## config.mk

```make
export PLATFORM = sky130hd
export DESIGN_NAME = hazard_ctrl
export DESIGN_NICKNAME = d
export VERILOG_FILES = /design/src/rtl/hazard_ctrl.sv
export SDC_FILE = /design/constraint.sdc
export NUM_CORES = 1
export LEC_CHECK = 0
export ABC_AREA = 1
export CELL_PAD_IN_SITES_DETAIL_PLACEMENT = 1
export CELL_PAD_IN_SITES_GLOBAL_PLACEMENT = 2
export CORE_MARGIN = 3
export CORE_UTILIZATION = 23
export CTS_CLUSTER_DIAMETER = 30
export CTS_CLUSTER_SIZE = 40
export DETAILED_ROUTE_END_ITERATION = 7
export PLACE_DENSITY_LB_ADDON = 0.1
export SYNTH_ARGS = -nofsm -noshare
export SYNTH_HDL_FRONTEND = slang
export SYNTH_SLANG_ARGS = --single-unit
```

## constraint.sdc

```tcl
create_clock -name CLK -period 4.1 [get_ports CLK]
set_input_delay 0.82 -clock CLK [delete_from_list [all_inputs] [get_ports CLK]]
set_output_delay 0.82 -clock CLK [all_outputs]
set_load 0.02 [all_outputs]
```

## src/rtl/hazard_ctrl.sv

```systemverilog
// rtl/hazard_ctrl.sv - pipeline enable/flush sequencing, dmem wait tracking, halt latch and stall counter
module hazard_ctrl #(
    parameter int CNT_W = 16
) (
    input  logic             CLK,
    input  logic             nRST,
    input  logic             ihit,
    input  logic             dhit,
    input  logic             dmemREN,
    input  logic             dmemWEN,
    input  logic             idex_dmemREN,
    input  logic [4:0]       idex_dest,
    input  logic [4:0]       ifid_rs,
    input  logic [4:0]       ifid_rt,
    input  logic             mem_taken,
    input  logic             mem_halt,
    output logic             pc_en,
    output logic             ifid_en,
    output logic             idex_en,
    output logic             exmem_en,
    output logic             memwb_en,
    output logic             ifid_flush,
    output logic             idex_flush,
    output logic             exmem_flush,
    output logic             dmem_mask,
    output logic             halt,
    output logic [CNT_W-1:0] stall_cnt
);
    typedef enum logic [1:0] {RUN, DWAIT, DDONE, HALT} state_t;

    state_t           state_q, state_d;
    logic             halt_q, halt_d;
    logic [CNT_W-1:0] stall_cnt_q, stall_cnt_d;
    logic             mask_w, dreq, adv, load_use;

    // The access already completed in DDONE; masking stops the datapath re-issuing it.
    assign mask_w   = nRST & ((state_q == DDONE) | (state_q == HALT));
    assign dreq     = (dmemREN | dmemWEN) & ~mask_w;
    assign load_use = idex_dmemREN & (idex_dest != 5'd0) &
                      ((idex_dest == ifid_rs) | (idex_dest == ifid_rt));

    always_comb begin
        state_d     = state_q;
        halt_d      = halt_q;
        stall_cnt_d = stall_cnt_q;
        adv         = 1'b0;
        pc_en       = 1'b0;
        ifid_en     = 1'b0;
        idex_en     = 1'b0;
        exmem_en    = 1'b0;
        memwb_en    = 1'b0;
        ifid_flush  = 1'b0;
        idex_flush  = 1'b0;
        exmem_flush = 1'b0;

        unique case (state_q)
            RUN: begin
                adv = ihit & ~dreq;
                if (dreq) state_d = dhit ? DDONE : DWAIT;
            end
            DWAIT: if (dhit) state_d = DDONE;
            DDONE: begin
                adv = ihit;
                if (ihit) state_d = RUN;
            end
            default: ;
        endcase

        if (adv) begin
            if (mem_halt) begin
                memwb_en = 1'b1;
                state_d  = HALT;
                halt_d   = 1'b1;
            end else if (mem_taken) begin
                {pc_en, ifid_en, idex_en, exmem_en, memwb_en} = 5'b11111;
                {ifid_flush, idex_flush, exmem_flush}         = 3'b111;
            end else if (load_use) begin
                {idex_en, exmem_en, memwb_en} = 3'b111;
                idex_flush = 1'b1;
            end else begin
                {pc_en, ifid_en, idex_en, exmem_en, memwb_en} = 5'b11111;
            end
        end

        if ((state_q != HALT) && !adv && (stall_cnt_q != {CNT_W{1'b1}}))
            stall_cnt_d = stall_cnt_q + CNT_W'(1);

        if (!nRST) begin
            {pc_en, ifid_en, idex_en, exmem_en, memwb_en} = 5'b00000;
            {ifid_flush, idex_flush, exmem_flush}         = 3'b000;
        end
    end

    always_ff @(posedge CLK) begin
        if (!nRST) begin
            state_q     <= RUN;
            halt_q      <= 1'b0;
            stall_cnt_q <= '0;
        end else begin
            state_q     <= state_d;
            halt_q      <= halt_d;
            stall_cnt_q <= stall_cnt_d;
        end
    end

    assign dmem_mask = mask_w;
    assign halt      = halt_q;
    assign stall_cnt = stall_cnt_q;
endmodule

```

==> results of run 1 <==
==> state kept, by name, indices dropped and copies added, names as in the netlist <==
name,count
state_q,2
stall_cnt,16
halt,1
==> worst max-delay path, stage by stage <==
cell	delay [ps]
sky130_fd_sc_hd__clkdlybuf4s50_1	430
sky130_fd_sc_hd__o21ai_2	200
sky130_fd_sc_hd__nand3_2	140
sky130_fd_sc_hd__nor3_1	380
sky130_fd_sc_hd__nand2_1	150
sky130_fd_sc_hd__nand2_1	120
sky130_fd_sc_hd__clkdlybuf4s50_1	600
==> layout make-up <==
cell class                 count  area [sq um]  area share, %
sequential                    19         380.4          20.15
tap                           70         87.58          4.639
clock buffer                   3         41.29          2.187
inverter                      23         86.33          4.573
multi-input combinational    163         789.5          41.82
timing repair buffer          50         498.0          26.38
clock inverter                 1         5.005         0.2651
==> cell families after synthesis <==
kind of cell / Yosys count / synth area share, %
and+or+nand+nor: 131 / 44.93
buffers and inverters: 29 / 10.61
AOI/OAI and AO/OA: 25 / 10.42
DFF: 19 / 29.06
xor gates and xnor gates: 6 / 4.015
adders and majority gates: 1 / 0.9559
==> worst max-delay path by stage <==
| stage | to | cells after the start | slack [ps] | from |
|---|---|---|---|---|
| after floorplan | pc_en | 6 | 920 | dmemWEN |
| after CTS | pc_en | 7 | 390 | dmemWEN |
| after global routing | pc_en | 7 | 250 | dmemWEN |
| final | pc_en | 7 | 430 | dmemWEN |
| after global placement | pc_en | 7 | 430 | dmemWEN |
| after detailed placement | pc_en | 7 | 400 | dmemWEN |
==> per-layer routing <==
layer,up-vias,part of all wire [%]
met3,2,5.3
met4,0,0.53
met5,-,0
met1,655,47
li1,761,-
met2,33,48
==> Yosys cell counts, drive strengths merged <==
cell | n | area (sq um)
nand2 | 57 | 231.5
nor2 | 46 | 206.5
inv | 23 | 86.33
nand3 | 20 | 105.1
dfxtp | 19 | 380.4
a21oi | 15 | 75.07
o21ai | 7 | 38.78
buf | 5 | 45.04
nand4 | 4 | 25.02
nor3 | 4 | 20.02
xor2 | 4 | 35.03
xnor2 | 2 | 17.52
a22o | 1 | 8.760
a31oi | 1 | 6.260
clkbuf | 1 | 7.510
ha | 1 | 12.51
o21a | 1 | 7.510
==> cell usage in the layout (no fill, tap or decap), drive strengths merged <==
| master | Yosys | layout |
|---|---|---|
| nor3 | 4 | 4 |
| a21oi | 15 | 15 |
| clkbuf | 1 | 3 |
| o21a | 1 | 1 |
| dfxtp | 19 | 19 |
| a31oi | 1 | 1 |
| inv | 23 | 23 |
| nand4 | 4 | 4 |
| nor2 | 46 | 46 |
| xnor2 | 2 | 2 |
| clkdlybuf4s50 | 0 | 49 |
| o21ai | 7 | 7 |
| a22o | 1 | 1 |
| nand3 | 20 | 20 |
| xor2 | 4 | 4 |
| ha | 1 | 1 |
| buf | 5 | 1 |
| nand2 | 57 | 57 |
| clkinv | 0 | 1 |
==> report_power, final <==
part | internal, mW | switching, mW
Sequential | 0.192 | 0.00865
Combinational | 0.0545 | 0.0607
Clock | 0.0677 | 0.0748
Total | 0.314 | 0.144
==> impl_results.html, run 1 <==
<table>
<tr><th>Metric</th><th>Value</th></tr>
<tr><th colspan="2">Synthesis</th></tr>
<tr><td>Synthesized net count</td><td>236</td></tr>
<tr><td>Post-synth design cell area</td><td>1309 sq um</td></tr>
<tr><td>Synth Instances</td><td>211</td></tr>
<tr><td>Number of synthesized register bits</td><td>19</td></tr>
<tr><td>Count of synthesis-stage warnings from yosys</td><td>0</td></tr>
<tr><td>Count of distinct cell types in the synthesized netlist</td><td>27</td></tr>
<tr><td>Mean instance size in the synthesized netlist</td><td>6.203 sq um</td></tr>
<tr><td>Post-synthesis sequential area ratio</td><td>approximately 29%</td></tr>
<tr><th colspan="2">STA</th></tr>
<tr><td>Share of the clock period used by the worst path after layout</td><td>89.43%</td></tr>
<tr><td>Final setup skew</td><td>8.180 ps</td></tr>
<tr><td>Worst Tran Pin Value</td><td>559.9 ps</td></tr>
<tr><td>Worst rel slew slack</td><td>between 60% and 70%</td></tr>
<tr><td>Unrepaired setup endpoints after global routing</td><td>false</td></tr>
<tr><td>Hold_ws</td><td>459.8 ps</td></tr>
<tr><td>Post-layout min period</td><td>approximately 3700 ps</td></tr>
<tr><td>Final worst-path setup slack</td><td>433.3 ps</td></tr>
<tr><td>Highest clock rate</td><td>roughly 0.27 GHz</td></tr>
<tr><td>Final-report hold violation count</td><td>0</td></tr>
<tr><td>Final slew viol count</td><td>0</td></tr>
<tr><td>Accumulated negative setup slack</td><td>0 ps</td></tr>
<tr><td>Endpoints failing setup</td><td>0</td></tr>
<tr><th colspan="2">Hold path</th></tr>
<tr><td>Min-delay src</td><td>halt</td></tr>
<tr><td>Hold Crit Depth</td><td>2</td></tr>
<tr><td>Worst hold path endpoint</td><td>halt</td></tr>
<tr><td>Hold Path Class</td><td>reg -&gt; reg</td></tr>
<tr><th colspan="2">Global routing</th></tr>
<tr><td>Initial antenna violation count</td><td>0</td></tr>
<tr><td>M3 GR Usage</td><td>3.180%</td></tr>
<tr><td>GRT met2 Usage</td><td>21.58%</td></tr>
<tr><td>Pin count of the biggest net entering global routing</td><td>26</td></tr>
<tr><td>Global-route layer with the greatest usage</td><td>met2</td></tr>
<tr><td>Total Routing Usage GR</td><td>11.97%</td></tr>
<tr><td>Total gr overflow</td><td>0</td></tr>
<tr><td>Global Route met1 Usage</td><td>between 10% and 20%</td></tr>
<tr><td>Via count of the first global-routing pass</td><td>1,435</td></tr>
<tr><td>Wire length of the first global-routing pass</td><td>6.320 mm</td></tr>
<tr><th colspan="2">Final layout</th></tr>
<tr><td>Area growth from synthesis to final layout</td><td>44.26%</td></tr>
<tr><td>Fill cell count</td><td>697</td></tr>
<tr><td>Antenna fix cells</td><td>0</td></tr>
<tr><td>Final Instance Area</td><td>roughly 1900 sq um</td></tr>
<tr><td>Fraction of final layout cells with drive strength greater than 1</td><td>6.564%</td></tr>
<tr><td>Layout Cells excl Fill</td><td>between 300 and 400</td></tr>
<tr><td>Number of nets at the end of the flow</td><td>roughly 290</td></tr>
<tr><td>Final cell utilization of the core</td><td>35.61%</td></tr>
<tr><th colspan="2">Floorplanning</th></tr>
<tr><td>Chip Width</td><td>81.44 um</td></tr>
<tr><td>Area of the die</td><td>6632 sq um</td></tr>
<tr><td>Core region area</td><td>5303 sq um</td></tr>
<tr><td>Chip height</td><td>approximately 81 um</td></tr>
<tr><td>Cell Rows</td><td>26</td></tr>
<tr><td>Starting utilization of the core area</td><td>about a quarter</td></tr>
<tr><td>I/O pin count</td><td>50</td></tr>
<tr><th colspan="2">CTS</th></tr>
<tr><td>Number of buffers inserted for hold repair after clock tree synthesis</td><td>0</td></tr>
<tr><td>Number of buffers created by CTS</td><td>3</td></tr>
<tr><td>TritonCTS clock tree</td><td>built</td></tr>
<tr><td>Clk Tree Root Cell</td><td>sky130_fd_sc_hd__clkbuf_8</td></tr>
<tr><td>TritonCTS sink count</td><td>19</td></tr>
<tr><td>H-tree lvl count</td><td>1</td></tr>
<tr><td>Clock Tree Buf Depth</td><td>2</td></tr>
<tr><td>Post-CTS resize count</td><td>0</td></tr>
<tr><td>Post-CTS Setup Bufs</td><td>0</td></tr>
<tr><td>Insertion delay to the later sink of the worst-skew pair</td><td>260 ps</td></tr>
<tr><td>CTS clk-pin slew, worst paths</td><td>about 90 ps</td></tr>
<tr><th colspan="2">Routing</th></tr>
<tr><td>Violation count after the first detailed-route iteration</td><td>30</td></tr>
<tr><td>Residual DRC count</td><td>0</td></tr>
<tr><td>Final wirelength</td><td>3.757 mm</td></tr>
<tr><td>Total via count in the routed design</td><td>between 1,000 and 1,500</td></tr>
<tr><td>Wire length per cell after detailed routing</td><td>11.42 um</td></tr>
<tr><td>Number of detailed-routing iterations run before antenna repair</td><td>4</td></tr>
<tr><td>Via count normalized by instance count</td><td>between 4 and 5</td></tr>
<tr><td>Post-detailed-route count of antenna-violating nets</td><td>0</td></tr>
<tr><th colspan="2">Critical path</th></tr>
<tr><td>Arrival time of the worst setup path</td><td>2850 ps</td></tr>
<tr><td>CP Capture Type</td><td>output port</td></tr>
<tr><td>Worst R2R Setup Slack</td><td>around 2300 ps</td></tr>
<tr><td>Reg2Reg Capture Point</td><td>stall_cnt[5]</td></tr>
<tr><td>Startpoint of the lowest-slack register-to-register path</td><td>stall_cnt[0]</td></tr>
<tr><td>Peak fanout along the critical path</td><td>5</td></tr>
<tr><td>Worst setup path class</td><td>in -&gt; out</td></tr>
<tr><td>Count of cells along the worst register-to-register path</td><td>9</td></tr>
<tr><td>Data required, critical path</td><td>about 3300 ps</td></tr>
<tr><td>Type of element launching the critical path</td><td>input port</td></tr>
<tr><th colspan="2">Placed design</th></tr>
<tr><td>Worst setup slack before clock tree synthesis</td><td>404.4 ps</td></tr>
<tr><td>Instance area after placement</td><td>1842 sq um</td></tr>
<tr><td>Global placer's final weighted congestion</td><td>0.7417</td></tr>
<tr><td>Port-buffer cells</td><td>49</td></tr>
<tr><td>Placed cell count</td><td>325</td></tr>
<tr><td>HPWL after detailed placement</td><td>3.030 mm</td></tr>
<tr><th colspan="2">Outcome</th></tr>
<tr><td>Result of the run</td><td>finished, final reports clean</td></tr>
<tr><th colspan="2">Pwr</th></tr>
<tr><td>Power, Total</td><td>0.4583 mW</td></tr>
<tr><td>Total power divided by cell area</td><td>~240 nW/um^2</td></tr>
<tr><td>Worst supply voltage drop on vdd</td><td>0.0001312 V</td></tr>
<tr><td>Static power due to leakage</td><td>0.7753 nW</td></tr>
<tr><th colspan="2">Job</th></tr>
<tr><td>Maxcap violations</td><td>0</td></tr>
</table>
No activity file was read; power rests on OpenSTA's default activity.
==> run 2: changes to the inputs <==
--- a/config.mk
+++ b/config.mk
@@ -9,11 +9,12 @@
 export CELL_PAD_IN_SITES_DETAIL_PLACEMENT = 1
 export CELL_PAD_IN_SITES_GLOBAL_PLACEMENT = 2
 export CORE_MARGIN = 3
-export CORE_UTILIZATION = 23
+export CORE_UTILIZATION = 22
 export CTS_CLUSTER_DIAMETER = 30
 export CTS_CLUSTER_SIZE = 40
 export DETAILED_ROUTE_END_ITERATION = 7
 export PLACE_DENSITY_LB_ADDON = 0.1
+export SLEW_MARGIN = 20
 export SYNTH_ARGS = -nofsm -noshare
 export SYNTH_HDL_FRONTEND = slang
 export SYNTH_SLANG_ARGS = --single-unit
==> constraint.sdc (replaced) <==
create_clock -name CLK -period 3.9 [get_ports CLK]
set_input_delay 0.78 -clock CLK [delete_from_list [all_inputs] [get_ports CLK]]
set_output_delay 0.78 -clock CLK [all_outputs]
set_load 0.005 [all_outputs]
==> impl_results.html, run 2 (same netlist as run 1, synthesis figures left out) <==
<table>
<tr><th>Metric</th><th>Value</th></tr>
<tr><th colspan="2">Final layout</th></tr>
<tr><td>Fraction of final layout cells with drive strength greater than 1</td><td>between 6 and 7%</td></tr>
<tr><td>Most common cell after layout, fill and taps aside</td><td>sky130_fd_sc_hd__nand2_1</td></tr>
<tr><td>Antenna fix cells</td><td>0</td></tr>
<tr><td>Fill cell count</td><td>roughly 730</td></tr>
<tr><td>Number of flip-flops in the largest register</td><td>16</td></tr>
<tr><td>Area growth from synthesis to final layout</td><td>44.36%</td></tr>
<tr><td>Number of nets at the end of the flow</td><td>285</td></tr>
<tr><td>Commonest cells after routing, fill and taps aside</td><td>sky130_fd_sc_hd__nand2_1, sky130_fd_sc_hd__clkdlybuf4s50_1, sky130_fd_sc_hd__nor2_1</td></tr>
<tr><th colspan="2">Floorplanning</th></tr>
<tr><td>Core region area</td><td>5642 sq um</td></tr>
<tr><td>Chip height</td><td>83.13 um</td></tr>
<tr><td>Cell Rows</td><td>27</td></tr>
<tr><td>I/O pin count</td><td>50</td></tr>
<tr><td>Chip Width</td><td>between 80 and 90 um</td></tr>
<tr><td>Starting utilization of the core area</td><td>a little under a quarter</td></tr>
<tr><td>Area of the die</td><td>6911 sq um</td></tr>
<tr><th colspan="2">Placed design</th></tr>
<tr><td>HPWL after detailed placement</td><td>3.142 mm</td></tr>
<tr><td>Port-buffer cells</td><td>49</td></tr>
<tr><td>Global placer's final weighted congestion</td><td>0.7062</td></tr>
<tr><th colspan="2">CTS</th></tr>
<tr><td>Number of buffers created by CTS</td><td>3</td></tr>
<tr><td>TritonCTS sink count</td><td>19</td></tr>
<tr><td>Insertion delay to the later sink of the worst-skew pair</td><td>260 ps</td></tr>
<tr><td>TritonCTS clock tree</td><td>built</td></tr>
<tr><td>Clock Tree Buf Depth</td><td>2</td></tr>
<tr><td>Clk Tree Root Cell</td><td>sky130_fd_sc_hd__clkbuf_8</td></tr>
<tr><td>Post-CTS resize count</td><td>0</td></tr>
<tr><td>H-tree lvl count</td><td>1</td></tr>
<tr><td>Post-CTS Setup Bufs</td><td>0</td></tr>
<tr><td>Number of buffers inserted for hold repair after clock tree synthesis</td><td>0</td></tr>
<tr><td>CTS clk-pin slew, worst paths</td><td>70 ps</td></tr>
<tr><th colspan="2">Global routing</th></tr>
<tr><td>Total Routing Usage GR</td><td>12.11%</td></tr>
<tr><td>Total gr overflow</td><td>0</td></tr>
<tr><td>Pin count of the biggest net entering global routing</td><td>26</td></tr>
<tr><td>Wire length of the first global-routing pass</td><td>7.024 mm</td></tr>
<tr><td>Initial antenna violation count</td><td>0</td></tr>
<tr><td>Via count of the first global-routing pass</td><td>1,520</td></tr>
<tr><th colspan="2">Pwr</th></tr>
<tr><td>Worst supply voltage drop on vdd</td><td>0.0001170 V</td></tr>
<tr><td>Static power due to leakage</td><td>0.7726 nW</td></tr>
<tr><td>Power, Total</td><td>0.4642 mW</td></tr>
<tr><td>Total power divided by cell area</td><td>245.7 nW/um^2</td></tr>
<tr><th colspan="2">Routing</th></tr>
<tr><td>Violation count after the first detailed-route iteration</td><td>27</td></tr>
<tr><td>Number of detailed-routing iterations run before antenna repair</td><td>3</td></tr>
<tr><td>Via count normalized by instance count</td><td>roughly 4.4</td></tr>
<tr><td>Residual DRC count</td><td>0</td></tr>
<tr><td>Total via count in the routed design</td><td>1,440</td></tr>
<tr><td>Final wirelength</td><td>a little under 4 mm</td></tr>
<tr><td>Post-detailed-route count of antenna-violating nets</td><td>0</td></tr>
<tr><td>Wire length per cell after detailed routing</td><td>approximately 12 um</td></tr>
<tr><th colspan="2">STA</th></tr>
<tr><td>Unrepaired setup endpoints after global routing</td><td>false</td></tr>
<tr><td>Accumulated negative setup slack</td><td>0 ps</td></tr>
<tr><td>Highest clock rate</td><td>approximately 0.29 GHz</td></tr>
<tr><td>Worst Tran Pin Value</td><td>565.8 ps</td></tr>
<tr><td>Final slew viol count</td><td>0</td></tr>
<tr><td>Final-report hold violation count</td><td>0</td></tr>
<tr><td>Endpoints failing setup</td><td>0</td></tr>
<tr><td>Final setup skew</td><td>between 9 and 10 ps</td></tr>
<tr><td>Post-layout min period</td><td>3469 ps</td></tr>
<tr><td>Worst rel slew slack</td><td>62.19%</td></tr>
<tr><td>Share of the clock period used by the worst path after layout</td><td>between 80% and 90%</td></tr>
<tr><th colspan="2">Job</th></tr>
<tr><td>Maxcap violations</td><td>0</td></tr>
<tr><th colspan="2">Critical path</th></tr>
<tr><td>Data required, critical path</td><td>3120 ps</td></tr>
<tr><td>Worst setup path class</td><td>in -&gt; out</td></tr>
<tr><td>Peak fanout along the critical path</td><td>5</td></tr>
<tr><td>Worst R2R Setup Slack</td><td>2110 ps</td></tr>
<tr><td>Type of element launching the critical path</td><td>input port</td></tr>
<tr><td>Arrival time of the worst setup path</td><td>2690 ps</td></tr>
<tr><td>CP Capture Type</td><td>output port</td></tr>
<tr><th colspan="2">Outcome</th></tr>
<tr><td>Result of the run</td><td>finished, final reports clean</td></tr>
<tr><th colspan="2">Hold path</th></tr>
<tr><td>Hold Path Class</td><td>reg -&gt; reg</td></tr>
</table>
## run 2: cell types whose count changed in the layout (fill, tap and decap cells not counted)
cell	before	now
sky130_fd_sc_hd__clkbuf_1	0	1
sky130_fd_sc_hd__clkinv_2	1	0
## run 2: path summary, 6_finish.rpt
check          startpoint       endpoint  cells after the start
min                  halt           halt                      2
max reg2reg  stall_cnt[0]  stall_cnt[12]                      9
min reg2reg          halt           halt                      2
max               dmemWEN          pc_en                      7
## run 2: final cells by class
| cell class | instances | area (sq um) | area share, % |
|---|---|---|---|
| timing repair buffer | 50 | 498.0 | 26.36 |
| multi-input combinational | 163 | 789.5 | 41.79 |
| sequential | 19 | 380.4 | 20.13 |
| tap | 72 | 90.09 | 4.768 |
| inverter | 23 | 86.33 | 4.570 |
| clock buffer | 4 | 45.04 | 2.384 |
## run 2: per-stage QoR
step | hold WS (ps) | util (%) | setup slack (ps) | instances | area, sq um
finish | 451.5 | 33.49 | 431.5 | 331 | 1889
CTS | 458.2 | 33.49 | 381.5 | 331 | 1889
global route | 480.4 | 33.49 | 161.5 | 331 | 1889
global placement | 445.9 | 32.69 | 379.9 | 327 | 1844
floorplan | 446.6 | - | 1310 | 211 | 1309
detailed placement | 447.9 | 32.69 | 387.2 | 327 | 1844
## run 2: layer usage
layer | track usage [%] | vias to the layer above | part of all wire (%)
met2 | 20.99 | 34 | 47
li1 | - | 768 | -
met4 | 3.120 | 0 | 1.1
met3 | 2.679 | 4 | 4.8
met5 | 0 | - | 0
met1 | 15.09 | 634 | 47
## run 2: power breakdown
part / internal (mW) / total, mW / switching (mW)
Clock: 0.0728 / 0.142 / 0.0696
Combinational: 0.0573 / 0.111 / 0.0539
Sequential: 0.202 / 0.211 / 0.00886
Total: 0.332 / 0.464 / 0.132
## run 2: critical path: stages
cell and delay (ps):
sky130_fd_sc_hd__clkdlybuf4s50_1 430, sky130_fd_sc_hd__o21ai_2 190, sky130_fd_sc_hd__nand3_2 130, sky130_fd_sc_hd__nor3_1 370
sky130_fd_sc_hd__nand2_1 160, sky130_fd_sc_hd__nand2_1 120, sky130_fd_sc_hd__clkdlybuf4s50_1 500
==> run 3: changes to the inputs <==
--- a/config.mk
+++ b/config.mk
@@ -8,6 +8,7 @@
 export ABC_AREA = 1
 export CELL_PAD_IN_SITES_DETAIL_PLACEMENT = 1
 export CELL_PAD_IN_SITES_GLOBAL_PLACEMENT = 2
+export CORE_ASPECT_RATIO = 0.6
 export CORE_MARGIN = 3
 export CORE_UTILIZATION = 22
 export CTS_CLUSTER_DIAMETER = 30
==> impl_results.html, run 3 (same netlist as run 1, synthesis figures left out) <==
<table>
<tr><th>Metric</th><th>Value</th></tr>
<tr><th colspan="2">Outcome</th></tr>
<tr><td>Result of the run</td><td>finished, final reports clean</td></tr>
<tr><th colspan="2">STA</th></tr>
<tr><td>Highest clock rate</td><td>0.2811 GHz</td></tr>
<tr><td>Accumulated negative setup slack</td><td>0 ps</td></tr>
<tr><td>Final slew viol count</td><td>0</td></tr>
<tr><td>Unrepaired setup endpoints after global routing</td><td>false</td></tr>
<tr><td>Share of the clock period used by the worst path after layout</td><td>91.22%</td></tr>
<tr><td>Hold_ws</td><td>466.1 ps</td></tr>
<tr><td>Worst rel slew slack</td><td>58.87%</td></tr>
<tr><td>Post-layout min period</td><td>3558 ps</td></tr>
<tr><td>Endpoints failing setup</td><td>0</td></tr>
<tr><td>Final worst-path setup slack</td><td>342.5 ps</td></tr>
<tr><td>Final-report hold violation count</td><td>0</td></tr>
<tr><td>Final setup skew</td><td>1.316 ps</td></tr>
<tr><td>Worst Tran Pin Value</td><td>615.5 ps</td></tr>
<tr><th colspan="2">CTS</th></tr>
<tr><td>Clk Tree Root Cell</td><td>sky130_fd_sc_hd__clkbuf_8</td></tr>
<tr><td>Clock Tree Buf Depth</td><td>2</td></tr>
<tr><td>Post-CTS Setup Bufs</td><td>0</td></tr>
<tr><td>CTS clk-pin slew, worst paths</td><td>80 ps</td></tr>
<tr><td>Post-CTS resize count</td><td>0</td></tr>
<tr><td>Number of buffers created by CTS</td><td>3</td></tr>
<tr><td>Number of buffers inserted for hold repair after clock tree synthesis</td><td>0</td></tr>
<tr><td>TritonCTS clock tree</td><td>built</td></tr>
<tr><td>Insertion delay to the later sink of the worst-skew pair</td><td>260 ps</td></tr>
<tr><td>TritonCTS sink count</td><td>19</td></tr>
<tr><td>H-tree lvl count</td><td>1</td></tr>
<tr><th colspan="2">Critical path</th></tr>
<tr><td>Worst stage delay on the critical path</td><td>510 ps</td></tr>
<tr><td>Arrival time of the worst setup path</td><td>2780 ps</td></tr>
<tr><td>Critical-path cell with the highest stage delay</td><td>sky130_fd_sc_hd__clkdlybuf4s50_1</td></tr>
<tr><td>Cell-by-cell trace of the critical path</td><td>clkdlybuf4s50_1 -&gt; o21ai_2 -&gt; nand3_2 -&gt; nor3_1 -&gt; nand2_1 -&gt; nand2_1 -&gt; clkdlybuf4s50_1</td></tr>
<tr><td>Type of element launching the critical path</td><td>input port</td></tr>
<tr><td>Data required, critical path</td><td>3120 ps</td></tr>
<tr><td>CP Capture Type</td><td>output port</td></tr>
<tr><td>Peak fanout along the critical path</td><td>5</td></tr>
<tr><td>Worst setup path class</td><td>in -&gt; out</td></tr>
<tr><th colspan="2">Final layout</th></tr>
<tr><td>Number of flip-flops in the largest register</td><td>16</td></tr>
<tr><td>Fraction of final layout cells with drive strength greater than 1</td><td>6.564%</td></tr>
<tr><td>Fill cell count</td><td>740</td></tr>
<tr><td>Antenna fix cells</td><td>0</td></tr>
<tr><td>Final Instance Area</td><td>1901 sq um</td></tr>
<tr><td>Area growth from synthesis to final layout</td><td>45.22%</td></tr>
<tr><td>Most common cell after layout, fill and taps aside</td><td>sky130_fd_sc_hd__nand2_1</td></tr>
<tr><td>Commonest cells after routing, fill and taps aside</td><td>sky130_fd_sc_hd__nand2_1, sky130_fd_sc_hd__clkdlybuf4s50_1, sky130_fd_sc_hd__nor2_1</td></tr>
<tr><td>Number of nets at the end of the flow</td><td>285</td></tr>
<tr><th colspan="2">Placed design</th></tr>
<tr><td>Global placer's final weighted congestion</td><td>0.7138</td></tr>
<tr><td>Port-buffer cells</td><td>49</td></tr>
<tr><td>Instance area after placement</td><td>1854 sq um</td></tr>
<tr><td>HPWL after detailed placement</td><td>between 3 and 4 mm</td></tr>
<tr><td>Worst setup slack before clock tree synthesis</td><td>282.4 ps</td></tr>
<tr><th colspan="2">Routing</th></tr>
<tr><td>Violation count after the first detailed-route iteration</td><td>34</td></tr>
<tr><td>Total via count in the routed design</td><td>1,447</td></tr>
<tr><td>Via count normalized by instance count</td><td>4.268</td></tr>
<tr><td>Final wirelength</td><td>4.265 mm</td></tr>
<tr><td>Post-detailed-route count of antenna-violating nets</td><td>0</td></tr>
<tr><td>Residual DRC count</td><td>0</td></tr>
<tr><td>Wire length per cell after detailed routing</td><td>12.58 um</td></tr>
<tr><td>Number of detailed-routing iterations run before antenna repair</td><td>6</td></tr>
<tr><th colspan="2">Global routing</th></tr>
<tr><td>Pin count of the biggest net entering global routing</td><td>26</td></tr>
<tr><td>Global Route met1 Usage</td><td>a little under 20%</td></tr>
<tr><td>Global-route layer with the greatest usage</td><td>met1</td></tr>
<tr><td>Total Routing Usage GR</td><td>12.73%</td></tr>
<tr><td>Initial antenna violation count</td><td>0</td></tr>
<tr><td>Via count of the first global-routing pass</td><td>1,392</td></tr>
<tr><td>M3 GR Usage</td><td>2.650%</td></tr>
<tr><td>Total gr overflow</td><td>0</td></tr>
<tr><td>Wire length of the first global-routing pass</td><td>7.113 mm</td></tr>
<tr><td>GRT met2 Usage</td><td>roughly 19%</td></tr>
<tr><th colspan="2">Pwr</th></tr>
<tr><td>Worst supply voltage drop on vdd</td><td>0.0001306 V</td></tr>
<tr><td>Static power due to leakage</td><td>0.7753 nW</td></tr>
<tr><td>Total power divided by cell area</td><td>between 200 and 250 nW/um^2</td></tr>
<tr><td>Power, Total</td><td>0.4679 mW</td></tr>
<tr><th colspan="2">Floorplanning</th></tr>
<tr><td>Core region area</td><td>5649 sq um</td></tr>
<tr><td>I/O pin count</td><td>50</td></tr>
<tr><td>Chip height</td><td>65.75 um</td></tr>
<tr><td>Area of the die</td><td>6941 sq um</td></tr>
<tr><td>Cell Rows</td><td>21</td></tr>
<tr><td>Chip Width</td><td>105.6 um</td></tr>
<tr><td>Starting utilization of the core area</td><td>23.17%</td></tr>
<tr><th colspan="2">Job</th></tr>
<tr><td>Maxcap violations</td><td>0</td></tr>
<tr><th colspan="2">Hold path</th></tr>
<tr><td>Hold Path Class</td><td>reg -&gt; reg</td></tr>
</table>
[run 3: path summary, 6_finish.rpt]
kind / from / end / slack [ps] / depth (start not counted)
max reg2reg: stall_cnt[0] / stall_cnt[15] / 2060 / 9
min reg2reg: halt / halt / 470 / 2
min: halt / halt / 470 / 2
max: dmemWEN / ifid_en / 340 / 7
[run 3: final cells by class]
cell class,instances,area (sq um),area share (%)
Clock buffer,3,41.29,2.172
Clock inverter,1,5.005,0.2633
Inverter,23,86.33,4.542
Multi-Input combinational cell,163,789.5,41.54
Sequential cell,19,380.4,20.01
Tap cell,80,100.1,5.267
Timing Repair Buffer,50,498.0,26.20
[run 3: metrics by stage]
stage	util (%)	std cells
global placement	32.82	335
floorplan	-	211
finish	33.64	339
detailed placement	32.82	335
global route	33.64	339
CTS	33.64	339
[run 3: power by group]
part / total [mW] / switching (mW) / internal (mW) / leakage (nW)
logic: 0.113 / 0.0559 / 0.0571 / 0.596
clock network: 0.144 / 0.0728 / 0.0712 / 0.0255
registers: 0.211 / 0.00922 / 0.202 / 0.154
total: 0.468 / 0.138 / 0.330 / 0.775
[run 3: critical path: cells and delay by family]
kind | cells | cell delay, ps
buffers and inverters | 2 | 940
AND/OR/NAND/NOR | 4 | 840
AO/OA/AOI/OAI | 1 | 200
[run 3: metal layers]
layer  vias up  part of all wire [%]
met2        35                    40
met1       643                    57
li1        769                     -
met3         0                   3.3
met5         -                     0
met4         0                     0
